File: src/rtl/csa_pkg.sv
// Shared types and sizing helpers for the carry-save accumulator family.
// The final carry-propagate pass works on CHUNK-bit slices; the top slice may be partial.
package csa_pkg;

  typedef enum logic [1:0] {
    ACC     = 2'd0,
    RESOLVE = 2'd1,
    DONE    = 2'd2
  } csa_state_e;

  function automatic int nchunk(input int acc_w, input int chunk);
    return (acc_w + chunk - 1) / chunk;
  endfunction

  // Width of the most significant slice; equals chunk when acc_w divides evenly.
  function automatic int top_chunk_w(input int acc_w, input int chunk);
    return acc_w - (nchunk(acc_w, chunk) - 1) * chunk;
  endfunction

endpackage

File: src/rtl/csa_3to2.sv
// Vector 3:2 compressor: one full-adder cell per bit, carries shifted up one place.
// The carry out of the MSB is dropped, giving mod 2^W behaviour.
module csa_3to2 #(
  parameter int W = 8
) (
  input  logic [W-1:0] a,
  input  logic [W-1:0] b,
  input  logic [W-1:0] c,
  output logic [W-1:0] sum,
  output logic [W-1:0] carry
);

  logic [W-1:0] maj;

  for (genvar i = 0; i < W; i++) begin : g_fa
    assign sum[i] = a[i] ^ b[i] ^ c[i];
    assign maj[i] = (a[i] & b[i]) | (a[i] & c[i]) | (b[i] & c[i]);
  end

  assign carry = maj << 1;

endmodule

File: src/rtl/csa_accumulator.sv
// Multi-operand accumulator held in redundant (sum, carry) form, one operand per cycle,
// resolved to binary by a chunked carry-propagate pass and handed off over valid/ready.
module csa_accumulator
  import csa_pkg::*;
#(
  parameter int WIDTH = 256,
  parameter int GUARD = 8,
  parameter int CHUNK = 32
) (
  input  logic                     clk,
  input  logic                     rst_n,
  input  logic                     clr,
  input  logic                     in_vld,
  input  logic [WIDTH-1:0]         in_dat,
  output logic                     in_rdy,
  input  logic                     fin,
  output logic                     out_vld,
  output logic [WIDTH+GUARD-1:0]   out_dat,
  input  logic                     out_rdy,
  output logic                     busy
);

  localparam int ACC_W  = WIDTH + GUARD;
  localparam int NCHUNK = nchunk(ACC_W, CHUNK);
  localparam int TOP_W  = top_chunk_w(ACC_W, CHUNK);
  localparam int PAD_W  = ACC_W + CHUNK - TOP_W;
  localparam int KW     = (NCHUNK > 1) ? $clog2(NCHUNK) : 1;

  csa_state_e        state, state_next;
  logic [ACC_W-1:0]  s, c, out_reg, x, cmp_sum, cmp_carry, res_s;
  logic [KW-1:0]     k;
  logic              cb, res_cb, last_chunk;
  logic [PAD_W-1:0]  s_pad, c_pad, s_pad_next;
  logic [CHUNK:0]    chunk_sum;

  assign x = ACC_W'(in_dat);

  csa_3to2 #(.W(ACC_W)) u_csa (
    .a     (s),
    .b     (c),
    .c     (x),
    .sum   (cmp_sum),
    .carry (cmp_carry)
  );

  // Zero padding lets a partial top slice use the same CHUNK-bit adder; its carry-out lands
  // in the padding and is discarded when truncating back to ACC_W.
  always_comb begin
    s_pad      = PAD_W'(s);
    c_pad      = PAD_W'(c);
    s_pad_next = s_pad;
    chunk_sum  = '0;
    for (int i = 0; i < NCHUNK; i++) begin
      if (k == KW'(i)) begin
        chunk_sum = {1'b0, s_pad[i*CHUNK +: CHUNK]} + {1'b0, c_pad[i*CHUNK +: CHUNK]}
                  + {{CHUNK{1'b0}}, cb};
        s_pad_next[i*CHUNK +: CHUNK] = chunk_sum[CHUNK-1:0];
      end
    end
    res_s  = s_pad_next[ACC_W-1:0];
    res_cb = chunk_sum[CHUNK];
  end

  assign last_chunk = (k == KW'(NCHUNK - 1));

  always_comb begin
    state_next = state;
    case (state)
      ACC:     if (fin)        state_next = RESOLVE;
      RESOLVE: if (last_chunk) state_next = DONE;
      DONE:    if (out_rdy)    state_next = ACC;
      default:                 state_next = ACC;
    endcase
    if (clr) state_next = ACC;
  end

  always_ff @(posedge clk) begin
    if (!rst_n) state <= ACC;
    else        state <= state_next;
  end

  always_ff @(posedge clk) begin
    if (!rst_n || clr) begin
      s       <= '0;
      c       <= '0;
      k       <= '0;
      cb      <= 1'b0;
      out_reg <= '0;
    end else begin
      case (state)
        ACC: begin
          if (in_vld) begin
            s <= cmp_sum;
            c <= cmp_carry;
          end
          if (fin) begin
            k  <= '0;
            cb <= 1'b0;
          end
        end
        RESOLVE: begin
          s  <= res_s;
          cb <= res_cb;
          k  <= k + 1'b1;
          if (last_chunk) out_reg <= res_s;
        end
        DONE: begin
          if (out_rdy) begin
            s <= '0;
            c <= '0;
          end
        end
        default: ;
      endcase
    end
  end

  assign in_rdy  = rst_n && (state == ACC);
  assign out_vld = (state == DONE);
  assign out_dat = out_reg;
  assign busy    = (state != ACC);

endmodule

File: config.mk
export PLATFORM = sky130hd
export DESIGN_NAME = csa_accumulator
export DESIGN_NICKNAME = d
export VERILOG_FILES = /design/src/rtl/csa_pkg.sv /design/src/rtl/csa_3to2.sv /design/src/rtl/csa_accumulator.sv
export SDC_FILE = /design/constraint.sdc
export NUM_CORES = 2
export LEC_CHECK = 0
export BUFFER_PORTS_ARGS = -buffer_cell sky130_fd_sc_hd__buf_4
export CORE_UTILIZATION = 55
export DETAILED_ROUTE_END_ITERATION = 7
export PLACE_DENSITY = 0.8
export REMOVE_ABC_BUFFERS = 1
export SETUP_SLACK_MARGIN = 0.4
export SYNTH_ARGS = -nofsm -noshare
export SYNTH_HDL_FRONTEND = slang
export SYNTH_HIERARCHICAL = 1
export SYNTH_SLANG_ARGS = --single-unit
File: constraint.sdc
create_clock -name clk -period 3.52 [get_ports clk]
set_input_delay 0.176 -clock clk [delete_from_list [all_inputs] [get_ports clk]]
set_output_delay 0.176 -clock clk [all_outputs]
set_load 0.05 [all_outputs]
# Yosys cells after proc, flatten, opt, wreduce, memory -nomap -nowiden
# Index checks and enable logic that the tools add are counted.
[word_totals]
out_inout_bits = 267
elab_cells = 1893
regBits = 799
[op_classes]
addsub = 19
reduce_logical = 15
bitwise = 1808
muxes = 31
n_eq_ne = 14
[op_table]
columns = ["cell", "n"]
rows = [
  ["264-bit 2-to-1 mux", 3],
  ["264-bit one-hot mux with 3 select lines", 1],
  ["1-bit AND", 775],
  ["264-bit one-hot mux with 2 select lines", 1],
  ["1-bit bitwise XOR", 520],
  ["1-bit bitwise OR", 512],
  ["33-bit 2-to-1 mux", 9],
  ["32-bit by 32-bit adder with 33-bit output", 8],
  ["33-bit by 1-bit adder with 33-bit output", 8],
  ["32-bit 2-to-1 mux", 8],
  ["4-bit by 3-bit equality test with 1-bit output, second input constant", 4],
  ["9-bit by 1-bit adder with 10-bit output", 1],
  ["8-bit by 8-bit adder with 9-bit output", 1],
  ["3-bit AND reduction", 3],
  ["4-bit by 2-bit equality test with 1-bit output, second input constant", 2],
  ["8-bit 2-to-1 mux", 1],
  ["4-bit one-hot mux with 2 select lines", 1],
  ["2-bit 2-to-1 mux", 3],
  ["2-bit inequality test, second input constant", 3],
  ["2-bit one-hot mux with 3 select lines", 1],
  ["2-bit nonzero test", 3],
  ["4-bit by 1-bit adder with 4-bit output, second input constant", 1],
  ["4-bit by 1-bit equality test with 1-bit output, second input constant", 1],
  ["4-bit equality test, second input constant", 1],
  ["15 further kinds", 16],
]

# Logic depth before layout (Yosys ltp)
[logic_depth]
word_depth = 12
mapped_depth = 14
depth_no_buf = 14

# By module
# The synthesis kept the hierarchy.
[modules_own_cells]
columns = ["mod", "area_each_um2", "instances", "cells_each"]
rows = [
  ["csa_accumulator", 45319.7, 1, 5783],
  ["csa_3to2", 5300.1, 1, 266],
]

# Least setup slack after synthesis
# Ideal clock, no wire load.
[synth_timing]
kind = "reg2reg"
start = "register cb"
end = "register s[254]"
n_path_buf = 0
path_slack_ns = 0.244
t_arrival_ns = 3.155
setup_ns = 0.122
stages_incl_launch_ff = 15
path_cell_list = "dfxtp_1 -> fa_1 -> inv_1 -> fa_1 -> nor2b_1 -> o31a_2 -> o32ai_2 -> o31ai_1 -> a21oi_2 -> a211oi_1 -> o41ai_1 -> or4b_1 -> nand3_1 -> a221oi_1 -> nor2_1"
[synth_via]
elab_chain_cells = 3
[synth_rtl]
columns = ["item", "line", "source"]
rows = [
  ["from (decl)", "csa_accumulator.sv:32", "logic cb, res_cb, last_chunk;"],
  ["from (signal assigned)", "csa_accumulator.sv:103", "cb <= res_cb;"],
  ["33-bit by 1-bit adder with 33-bit output", "csa_accumulator.sv:56", "+ {{CHUNK{1'b0}}, cb};"],
  ["32-bit 2-to-1 mux", "csa_accumulator.sv:54", "if (k == KW'(i)) begin"],
  ["264-bit one-hot mux with 3 select lines", "csa_accumulator.sv:90", "case (state)"],
  ["to (signal assigned)", "csa_accumulator.sv:93", "s <= cmp_sum;"],
  ["to (signal assigned)", "csa_accumulator.sv:102", "s <= res_s;"],
  ["to (decl)", "csa_accumulator.sv:30", "logic [ACC_W-1:0] s, c, out_reg, x, cmp_sum, cmp_carry, res_s;"],
]
# Every way passes these cells.
# A chain may end at the register's enable or synchronous reset.

# Worst setup path after layout
[layout_timing]
start = "register cb"
end = "register s[37]"
# The elaborated chain is that of the path after synthesis.

==> run summary <==
Outcome: finished clean
Seq/Total Area, Yosys: 31.6%
Most used routing layer: met2
Non-filler cells in the finished layout: 7,956
CTS sink cnt: 799
Leakage Power: 0.0261 uW
Endpoints failing setup: 0
Unrepaired setup endpoints after global routing: yes
Core Util, Final: 69.9%
Maxcap violations: 0
Mean post-synth cell area: 8.37 sq um
Setup ws final: 57.4 ps
Combinational share of power: 14.1%
P_int: 16,400 uW
Worst path most repeated cell: buf_4
Multi-input gate area: 34,200 sq um
CTS tree: done
Async SR Flop Fraction: 0%
Clk pwr share: 43.7%
PortBufs: 528
Post-synth top area cell: dfxtp_1
Initial antenna violation count: 16
Met2 GRT Util: 56.6%
Slowest stage delay, CP: 410 ps
Vias: 49,504
Hold Crit Class: in -> reg
Count of nets after finishing: 7,508
Num rows: 110
Synth top area share: 31.6%
Worst clock skew: 27.0 ps
Remaining DRCs: 0
Worst setup path category: reg -> reg
Highest clock rate: 289 MHz
Count of final hold-check violations: 0
PD cells: 356 nW/um^2
Met3 usage in global routing: 6.45%
Final worst-path cycle share: 98.4%
DRT iter0 DRCs: 4,684
IO Pins: 529
Fill cell count: 6,873
Number of enable flip-flop cells after synthesis: 0
Die Ht: 305 um
Placer Congestion: 0.962
Largest net degree at the start of global routing: 150
Area Growth Syn to Fin: 25.1%
GRT overflow: 0
Die X: 305 um
Core area: 90,600 sq um
Seq pwr share: 42.3%
Max Slew Vio Count: 0
Pre-antenna DRT Iters: 6
Synth warnings: 6
DPL Wire Length: 111 mm
Largest buffer count on any clock path: 3
Synth cell count leaders: nor2_1 (885), a21oi_1 (862), dfxtp_1 (799)
Drt wl/cell: 21.2 um
Worst-path cell chain: buf_12 -> fa_2 -> buf_4 -> buf_6 -> a211oi_4 -> buf_4 -> buf_4 -> buf_4 -> buf_4 -> buf_4 -> buf_4 -> buf_4 -> buf_4 -> buf_4 -> buf_4 -> buf_4 -> o21bai_1 -> a21oi_1 -> xor2_1 -> o21ai_2 -> a221oi_2 -> nor3_1
Area of the mapped netlist: 50,600 sq um
Crit path max fanout: 4
Sw Ratio: 27.3%
Starting Density: 55.9%
Ranking of synthesized cells by area: dfxtp_1 (32%), fa_1 (11%), a21oi_1 (8.5%)
Register area: 16,000 sq um
Synth Instances: 6,049
CP required: 4070 ps
Met1 global-route usage: 44.4%
Layout cells sized above 1: 18.6%
Crit path DAT: 4010 ps
Slew of the pin with the lowest slew margin: 1060 ps
Critical Path Sink Type: flip-flop
Seq cells post-synth: 799
Worst VDD drop: 0.339 mV
Global-route wire length before repair: 263 mm
Minimum clock period: 3460 ps
Post-synth cell types: 94
Pre-CTS setup slack: -371 ps
Commonest register cell after synthesis: dfxtp_1
Num CTS Buffers: 88
Level count of the clock H-tree: 3
Max-slew headroom: 29.7%
Vias in the first global route: 48,145
Clock Latency Late Sink: 680 ps
Slowest CP cell: dfxtp_4
Placed Cells: 7,540
Drt via density: 6.22
Routed Antenna Nets: 0
Gr usage total: 35.0%
Drt total wl: 169 mm
Setup crit start kind: flip-flop
Sw power: 6160 uW
Area of the die: 93,300 sq um
Clock slew at reported path FFs: 60 ps
Root Driver: clkbuf_16
Count leader, synth: nor2_1
## cell usage in the layout, fill, tap and decap left out, types with 54 or more instances in the layout
cell and count:
dfxtp_1 798, nor3_1 133, dlygate4sd3_1 146, nand3_1 81
a221oi_1 75, mux2i_1 54, ha_1 260, fa_1 265
inv_1 79, xor2_1 76, a21o_1 129, nand2_1 324
xnor2_1 105, nor2_1 873, clkbuf_16 92, buf_4 762
a211oi_1 190, a21oi_1 817, o21ai_0 314, nor3b_1 269
## worst paths after layout
kind	start	end	slack, ps	cells past startpoint
worst min register to register	out_dat[33]	out_dat[33]	450	2
worst max-delay path	cb	s[37]	60	22
worst min-delay path	in_dat[88]	s[88]	10	4
worst max register to register	cb	s[37]	60	22
## per-layer routing
metal,part of all wire (%),vias up
met1,40,23773
met3,8.2,528
met5,0.059,-
met4,5.5,14
met2,46,2182
li1,-,23007
## critical path: cells and delay by family, from the launching register on
family | cells | cell delay (ps)
adder cells (fa/ha/maj) | 1 | 340
buffers and inverters | 14 | 1540
AO/OA/AOI/OAI | 5 | 790
AND/OR/NAND/NOR | 1 | 70
flip-flops | 1 | 410
XOR/XNOR | 1 | 190
## kinds of logic (layout without fill, tap and decap cells)
family	count (synthesis)	after routing	synth area share (%)
AOI/OAI and AO/OA	2016	2016	24.4
xor gates and xnor gates	192	192	3.35
adders and majority gates	543	543	17.6
buffers and inverters	508	1221	3.78
DFF	799	799	31.6
muxes	59	59	1.17
other	2	20	0.0148
and+or+nand+nor	1930	1930	18.1
## through the flow
step,power (uW),cell area [sq um],setup TNS (ps),hold WS [ps]
3_3_place_gp,12500,56600,-583,439
3_5_place_dp,12600,56600,-1050,449
6_report,22500,63300,0,12.5
5_1_grt,23300,63300,-704,30.2
4_1_cts,22500,62300,0,1.18
2_1_floorplan,11500,49100,-,383
## flip-flops by register name, summed over array words and instances (netlist names)
signal	flops
out_dat	264
k	4
s	264
c	264
state	2
cb	1
## power by group through the flow
stage	clock, uW	sequential (uW)	combinational (uW)
after floorplan	0	9670	1850
after global placement	0	9700	2760
after detailed placement	0	9720	2860
after CTS	9910	9520	3050
after global routing	10300	9560	3450
final	9840	9520	3170
## layout make-up
type	instances	share of cell area, %
antenna	11	0.0435
clock buffer	122	4.05
clock inverter	34	0.725
inverter	90	0.545
multi-input combinational	4749	54.0
sequential	799	25.3
tap	1176	2.32
timing repair buffer	975	13.1
## what timing repair did
item	in CTS	in global routing
hold buffers	146	0
endpoints found under the setup margin	184	232
endpoints found under the hold margin	147	0
cloned	0	0
setup buffers	60	43
gates resized for setup	181	160
pin swaps	182	142
(Power assumes the default switching activity.)
